<file path="src/rtl/ram_addr_sequencer.sv">
// ram_addr_sequencer
//   Address/write-enable sequencer for a dual-port image RAM. It fills both RAM ports from a
//   load stream, with even words going to port A and odd words to port B. It then serves
//   point frames: each frame issues one read-address pair per cycle for NPTS match points,
//   followed by a base point that is used on both ports.
//
// Ports
//   clk, rst                  rising-edge clock, synchronous active-high reset
//   start                     level enable; when low, the block returns to idle
//   ld_valid/ld_last/ld_data  load stream; low half of ld_data goes to port A, high half to B
//   pts_valid/pts_ready       point-frame handshake
//   pts_xi/yi, pts_xo/yo      per-point fixed-point coords for port A / port B
//   xb, yb                    base point coordinates
//   addr_*, we_*, wdata_*     RAM port controls (registered)
//   rd_valid, rd_idx          read pair valid and the point index (NPTS = base point)
//   oob_a, oob_b              point lies outside the image; its address is forced to 0
//   done                      single-cycle pulse that accompanies the base read pair
module ram_addr_sequencer #(
    parameter int unsigned COORD_W = 14,
    parameter int unsigned FRAC_W  = 4,
    parameter int unsigned NPTS    = 4,
    parameter int unsigned IMG_W   = 180,
    parameter int unsigned IMG_H   = 182,
    parameter int unsigned ADDR_W  = 15,
    parameter int unsigned DATA_W  = 8
) (
    input  logic                       clk,
    input  logic                       rst,
    input  logic                       start,
    input  logic                       ld_valid,
    input  logic                       ld_last,
    input  logic [2*DATA_W-1:0]        ld_data,
    input  logic                       pts_valid,
    output logic                       pts_ready,
    input  logic [NPTS*COORD_W-1:0]    pts_xi,
    input  logic [NPTS*COORD_W-1:0]    pts_yi,
    input  logic [NPTS*COORD_W-1:0]    pts_xo,
    input  logic [NPTS*COORD_W-1:0]    pts_yo,
    input  logic [COORD_W-1:0]         xb,
    input  logic [COORD_W-1:0]         yb,
    output logic [ADDR_W-1:0]          addr_a,
    output logic [ADDR_W-1:0]          addr_b,
    output logic                       we_a,
    output logic                       we_b,
    output logic [DATA_W-1:0]          wdata_a,
    output logic [DATA_W-1:0]          wdata_b,
    output logic                       rd_valid,
    output logic [$clog2(NPTS+1)-1:0]  rd_idx,
    output logic                       oob_a,
    output logic                       oob_b,
    output logic                       done
);

    localparam int unsigned IDX_W = $clog2(NPTS + 1);
    localparam int unsigned INT_W = COORD_W - FRAC_W;
    localparam int unsigned WC_W  = ADDR_W - 1;
    localparam logic [WC_W-1:0]  WC_LAST  = WC_W'(IMG_W * IMG_H / 2 - 1);
    localparam logic [IDX_W-1:0] IDX_BASE = IDX_W'(NPTS);

    typedef enum logic [1:0] {StIdle, StLoad, StWaitPts, StScan} state_e;

    // Returns {oob, addr}. The address is computed at full width so that no in-image
    // point can alias.
    function automatic logic [ADDR_W:0] map_pt(input logic [COORD_W-1:0] x,
                                               input logic [COORD_W-1:0] y);
        logic [INT_W-1:0] ix;
        logic [INT_W-1:0] iy;
        ix = x[COORD_W-1:FRAC_W];
        iy = y[COORD_W-1:FRAC_W];
        if (32'(ix) >= IMG_W || 32'(iy) >= IMG_H) begin
            return {1'b1, {ADDR_W{1'b0}}};
        end
        return {1'b0, ADDR_W'(32'(iy) * IMG_W + 32'(ix))};
    endfunction

    state_e                    state_q, state_d;
    logic [WC_W-1:0]           wc_q, wc_d;
    logic [IDX_W-1:0]          idx_q, idx_d;
    logic [NPTS*COORD_W-1:0]   xi_q, xi_d, yi_q, yi_d, xo_q, xo_d, yo_q, yo_d;
    logic [COORD_W-1:0]        xb_q, xb_d, yb_q, yb_d;

    logic                      pts_ready_d, we_a_d, we_b_d, rd_valid_d;
    logic                      oob_a_d, oob_b_d, done_d;
    logic [ADDR_W-1:0]         addr_a_d, addr_b_d;
    logic [DATA_W-1:0]         wdata_a_d, wdata_b_d;
    logic [IDX_W-1:0]          rd_idx_d;

    logic                      scan_pt;
    logic [COORD_W-1:0]        sxa, sya, sxb, syb;

    always_comb begin
        state_d     = state_q;
        wc_d        = wc_q;
        idx_d       = idx_q;
        xi_d        = xi_q;
        yi_d        = yi_q;
        xo_d        = xo_q;
        yo_d        = yo_q;
        xb_d        = xb_q;
        yb_d        = yb_q;
        we_a_d      = 1'b0;
        we_b_d      = 1'b0;
        addr_a_d    = '0;
        addr_b_d    = '0;
        wdata_a_d   = '0;
        wdata_b_d   = '0;
        rd_valid_d  = 1'b0;
        rd_idx_d    = '0;
        oob_a_d     = 1'b0;
        oob_b_d     = 1'b0;
        done_d      = 1'b0;
        scan_pt     = 1'b0;
        sxa         = '0;
        sya         = '0;
        sxb         = '0;
        syb         = '0;

        if (!start) begin
            state_d = StIdle;
        end else begin
            unique case (state_q)
                StIdle: begin
                    state_d = StLoad;
                    wc_d    = '0;
                end
                StLoad: begin
                    if (ld_valid) begin
                        we_a_d    = 1'b1;
                        we_b_d    = 1'b1;
                        addr_a_d  = {wc_q, 1'b0};
                        addr_b_d  = {wc_q, 1'b1};
                        wdata_a_d = ld_data[DATA_W-1:0];
                        wdata_b_d = ld_data[2*DATA_W-1:DATA_W];
                        wc_d      = wc_q + 1'b1;
                        if (ld_last || wc_q == WC_LAST) begin
                            state_d = StWaitPts;
                        end
                    end
                end
                StWaitPts: begin
                    if (pts_valid && pts_ready) begin
                        xi_d    = pts_xi;
                        yi_d    = pts_yi;
                        xo_d    = pts_xo;
                        yo_d    = pts_yo;
                        xb_d    = xb;
                        yb_d    = yb;
                        idx_d   = '0;
                        state_d = StScan;
                        // Point 0 comes straight from the inputs so that the first read
                        // pair appears in the cycle right after acceptance.
                        scan_pt = 1'b1;
                        sxa     = pts_xi[COORD_W-1:0];
                        sya     = pts_yi[COORD_W-1:0];
                        sxb     = pts_xo[COORD_W-1:0];
                        syb     = pts_yo[COORD_W-1:0];
                    end
                end
                StScan: begin
                    if (idx_q == IDX_BASE) begin
                        state_d = StWaitPts;
                    end else begin
                        idx_d   = idx_q + 1'b1;
                        scan_pt = 1'b1;
                        if (idx_d == IDX_BASE) begin
                            sxa    = xb_q;
                            sya    = yb_q;
                            sxb    = xb_q;
                            syb    = yb_q;
                            done_d = 1'b1;
                        end else begin
                            for (int k = 0; k < int'(NPTS); k++) begin
                                if (idx_d == IDX_W'(k)) begin
                                    sxa = xi_q[k*COORD_W +: COORD_W];
                                    sya = yi_q[k*COORD_W +: COORD_W];
                                    sxb = xo_q[k*COORD_W +: COORD_W];
                                    syb = yo_q[k*COORD_W +: COORD_W];
                                end
                            end
                        end
                    end
                end
                default: state_d = StIdle;
            endcase
        end

        if (scan_pt) begin
            {oob_a_d, addr_a_d} = map_pt(sxa, sya);
            {oob_b_d, addr_b_d} = map_pt(sxb, syb);
            rd_valid_d = 1'b1;
            rd_idx_d   = idx_d;
        end

        pts_ready_d = (state_d == StWaitPts);
    end

    always_ff @(posedge clk) begin
        if (rst) begin
            state_q   <= StIdle;
            wc_q      <= '0;
            idx_q     <= '0;
            xi_q      <= '0;
            yi_q      <= '0;
            xo_q      <= '0;
            yo_q      <= '0;
            xb_q      <= '0;
            yb_q      <= '0;
            pts_ready <= 1'b0;
            addr_a    <= '0;
            addr_b    <= '0;
            we_a      <= 1'b0;
            we_b      <= 1'b0;
            wdata_a   <= '0;
            wdata_b   <= '0;
            rd_valid  <= 1'b0;
            rd_idx    <= '0;
            oob_a     <= 1'b0;
            oob_b     <= 1'b0;
            done      <= 1'b0;
        end else begin
            state_q   <= state_d;
            wc_q      <= wc_d;
            idx_q     <= idx_d;
            xi_q      <= xi_d;
            yi_q      <= yi_d;
            xo_q      <= xo_d;
            yo_q      <= yo_d;
            xb_q      <= xb_d;
            yb_q      <= yb_d;
            pts_ready <= pts_ready_d;
            addr_a    <= addr_a_d;
            addr_b    <= addr_b_d;
            we_a      <= we_a_d;
            we_b      <= we_b_d;
            wdata_a   <= wdata_a_d;
            wdata_b   <= wdata_b_d;
            rd_valid  <= rd_valid_d;
            rd_idx    <= rd_idx_d;
            oob_a     <= oob_a_d;
            oob_b     <= oob_b_d;
            done      <= done_d;
        end
    end

endmodule

</file>
<file path="config.mk">
export PLATFORM = sky130hd
export DESIGN_NAME = ram_addr_sequencer
export DESIGN_NICKNAME = d
export VERILOG_FILES = /design/src/rtl/ram_addr_sequencer.sv
export SDC_FILE = /design/constraint.sdc
export NUM_CORES = 1
export LEC_CHECK = 0
export CORE_UTILIZATION = 55
export CTS_BUF_LIST = sky130_fd_sc_hd__clkbuf_4 sky130_fd_sc_hd__clkbuf_8 sky130_fd_sc_hd__clkbuf_16
export DETAILED_ROUTE_END_ITERATION = 6
export PLACE_DENSITY = 0.87
export SLEW_MARGIN = 25
export SYNTH_ARGS = -nofsm -noshare
export SYNTH_HDL_FRONTEND = slang
export SYNTH_SLANG_ARGS = --single-unit
</file>
<file path="constraint.sdc">
create_clock -name clk -period 13.6 [get_ports clk]
set_input_delay 4.08 -clock clk [delete_from_list [all_inputs] [get_ports clk]]
set_output_delay 4.08 -clock clk [all_outputs]
set_load 0.05 [all_outputs]
</file>
==> metrics <==
Critical Path Source start; Worst-Margin Slew around 1.1 ns; RePlAce Congestion between 0.9 and 1; Leak roughly 6.3 nW; Reg clk slew, reported paths approximately 0.060 ns; layout cells sized above 1 4.062%; Initial DRC Count approximately 1500; GRT Total Usage 32.32%; Clock Tree Buf Depth 3; Max Slew Vio Count 0; Die ar. between 20000 and 30000 µm²; core footprint about 24000 µm²; worst clock skew ~0.017 ns; Worst Setup End Kind flip-flop; switching part of the total between 20% and 30%; Vias/cell a little under 6; CTS Buf Count 26; final worst-path cycle share between 60% and 70%; most common cell in the synthesized netlist nand2_1; Placed Area between 15000 and 20000 µm²; post-route cell area 17180 µm²; Int Power 1.232 mW; DRT antenna net count 0; Placed Cells roughly 2300; net count after synthesis ~2200; clock network fraction of total power approximately 47%; EDFF count, synth 0; count of cell types in the netlist between 60 and 70; CP startpoint kind input pin; CTS resizes 0; Slew HR 29.51%; initial antenna violation count 1; RSZ-0062 raised after global routing no; CP peak stage delay 0.76 ns; Routed WL per cell around 18 µm; Top delay family on crit path adder cells; Routed WL around 43000 µm; vias in the first global route 12610; post-synth top area share 36.98%; Post-synth ARST share 0%; worst path cell trace clkdlybuf4s50_1 -> and2_4 -> buf_4 -> nand2_1 -> o211ai_1 -> ha_1 -> inv_1 -> fa_1 -> fa_1 -> inv_1 -> ha_1 -> o21a_1 -> o31a_1 -> a21o_1 -> nor4bb_1 -> and2_1 -> nand3_1 -> xnor2_1 -> a22o_1; Synth Register Bits about 250; latest clock arrival within the worst-skew pair between 0.5 and 0.6 ns; number of I/O pins 330; CTS Root Cell clkbuf_16; slowest CP cell clkdlybuf4s50_1; DIE HEIGHT about 160 µm; fillers slightly below 2000; register area share after synthesis 36.98%; hold path startpoint yi_q[37]$_SDFFE_PP0P_; sequential share of power a little under half; H-tree lvl count 1; TNS Setup 0 ns; Setup CP Type input pin to flip-flop; CTS tree built; minimum clock period 9.462 ns; HP Class flip-flop to flip-flop; Detailed Place HPWL roughly 31000 µm; crit path max fanout 70; CP bufs+invs 4; Synth area leaders dfxtp_1 (37%), nand2_1 (13%), a21oi_1 (10%); total clock sinks 254; Initial Util approximately 56%; Cell Pwr Density 90.94 nW/µm²; synth-to-layout area growth 24.96%; top post-synthesis cells by count nand2_1 (485), a21oi_1 (278), dfxtp_1 (254), inv_1 (118), clkbuf_1 (75); crit path DAT roughly 9.9 ns; Synth Warn # 0; total grt overflow 0; RR Startpoint idx_q[0]$_SDFF_PP0_; NetSw 0.3311 mW; biggest area consumer among synthesized cells dfxtp_1; non-filler instance count after layout ~2300; routed vias 13480; Residual DRC 0; Comb pwr share 5.3%; Netlist Area Pre-Place around 14000 µm²; FP Rows 57; IO Port Bufs 257; Avg Inst Size Synth roughly 7.7 µm²; ys flop type dfxtp_1; final setup fails 0; Critical Path RT ~14 ns; status finished, final reports clean; max cap viols 0; Detailed Routing Iterations Pass 1 6; Peak VDD IR between 0.00006 and 0.00007 V; Hold Fails Final Rpt 0; global-route wire length before repair 65980 µm; cts hold-fix bufs 0; cell count after synthesis around 1800; Die W ~160 µm; Fmax 105.7 MHz; setup bufs post-CTS 0; Nets roughly 2300; Pwr Total 1.563 mW; largest net degree at the start of global routing 103
per-layer routing:
metal	global-route usage (%)	vias up	part of all wire, %
met5	0	-	0
met4	18.44	0	5.9
met3	5.662	138	9.2
met2	51.52	752	45
met1	41.29	6215	40
li1	-	6374	-
kinds of logic (layout without fill, tap and decap cells):
family / count (synthesis) / after routing / synth area share (%)
simple gates: 681 / 681 / 21.36
compound gates: 489 / 489 / 21.38
flops: 254 / 254 / 36.98
buf+inv: 235 / 432 / 7.197
fa+ha+maj: 94 / 94 / 10.19
xor+xnor: 41 / 41 / 2.666
mux: 3 / 3 / 0.2275
other cells: 0 / 1 / 0
area by class of cell:
class                   instances  area [µm²]  share of cell area (%)
multi-input cells            1308        7710                   44.87
well taps                     324       405.4                   2.359
clock inverters                11       113.9                  0.6626
flip-flops and latches        254        5085                   29.59
inverters                     118       442.9                   2.578
diodes                          1       2.502                 0.01456
clock buffers                  35       767.0                   4.464
repair buffers                268        2656                   15.46
state kept, by name, indices dropped and copies added (netlist names), 14 cells and up:
name    flops
addr_b     15
yi_q       40
yo_q       40
xo_q       40
wc_q       14
xi_q       40
addr_a     15
placed cells by master (no fill, tap or decap), drive strengths merged, types with 5 or more instances in the layout:
cell	Yosys	layout
a211oi	10	10
a21o	9	9
a21oi	279	279
a221o	8	8
a221oi	14	14
a22o	25	25
a22oi	13	13
a31oi	5	5
and2	28	28
and3	6	6
buf	42	12
clkbuf	75	35
clkdlybuf4s50	0	256
clkinv	0	6
dfxtp	254	254
fa	30	30
ha	64	64
inv	118	119
nand2	488	488
nand2b	7	7
nand3	19	19
nand3b	15	15
nand4	5	5
nor2	65	65
nor2b	19	19
nor3	15	15
o211ai	12	12
o21a	9	9
o21ai	69	69
o221ai	5	5
o31a	6	6
o31ai	6	6
xnor2	29	29
xor2	12	12
path summary, 6_finish.rpt:
| path | slack [ns] | depth (start not counted) | endpoint |
|---|---|---|---|
| setup / recovery | 4.14 | 19 | addr_a[14]$_SDFF_PP0_ |
| hold reg to reg | 0.45 | 2 | yi_q[37]$_SDFFE_PP0P_ |
| hold / removal | 0.45 | 2 | yi_q[37]$_SDFFE_PP0P_ |
| setup reg to reg | 7.05 | 21 | addr_a[14]$_SDFF_PP0_ |
through the flow:
step	hold WS (ns)	util (%)	worst slack, ns
2_1_floorplan	0.4312	-	5.113
3_3_place_gp	0.4406	66.83	3.754
3_5_place_dp	0.4439	66.83	3.672
4_1_cts	0.4526	70.44	4.162
5_1_grt	0.4734	70.45	3.843
6_report	0.4524	70.45	4.138
power by group through the flow:
stage | clock network (mW) | registers, mW | logic, mW
2_1_floorplan | 0 | 0.764 | 0.0138
3_3_place_gp | 0 | 0.762 | 0.0816
3_5_place_dp | 0 | 0.762 | 0.0819
5_1_grt | 0.770 | 0.745 | 0.0870
6_report | 0.733 | 0.746 | 0.0834
4_1_cts | 0.735 | 0.746 | 0.0826
worst min-delay path, delay by kind of cell, from the launching register on:
kind,cells,cell delay [ns]
compound gates,1,0.05
simple gates,1,0.05
flops,1,0.30
(Power assumes the default switching activity.)
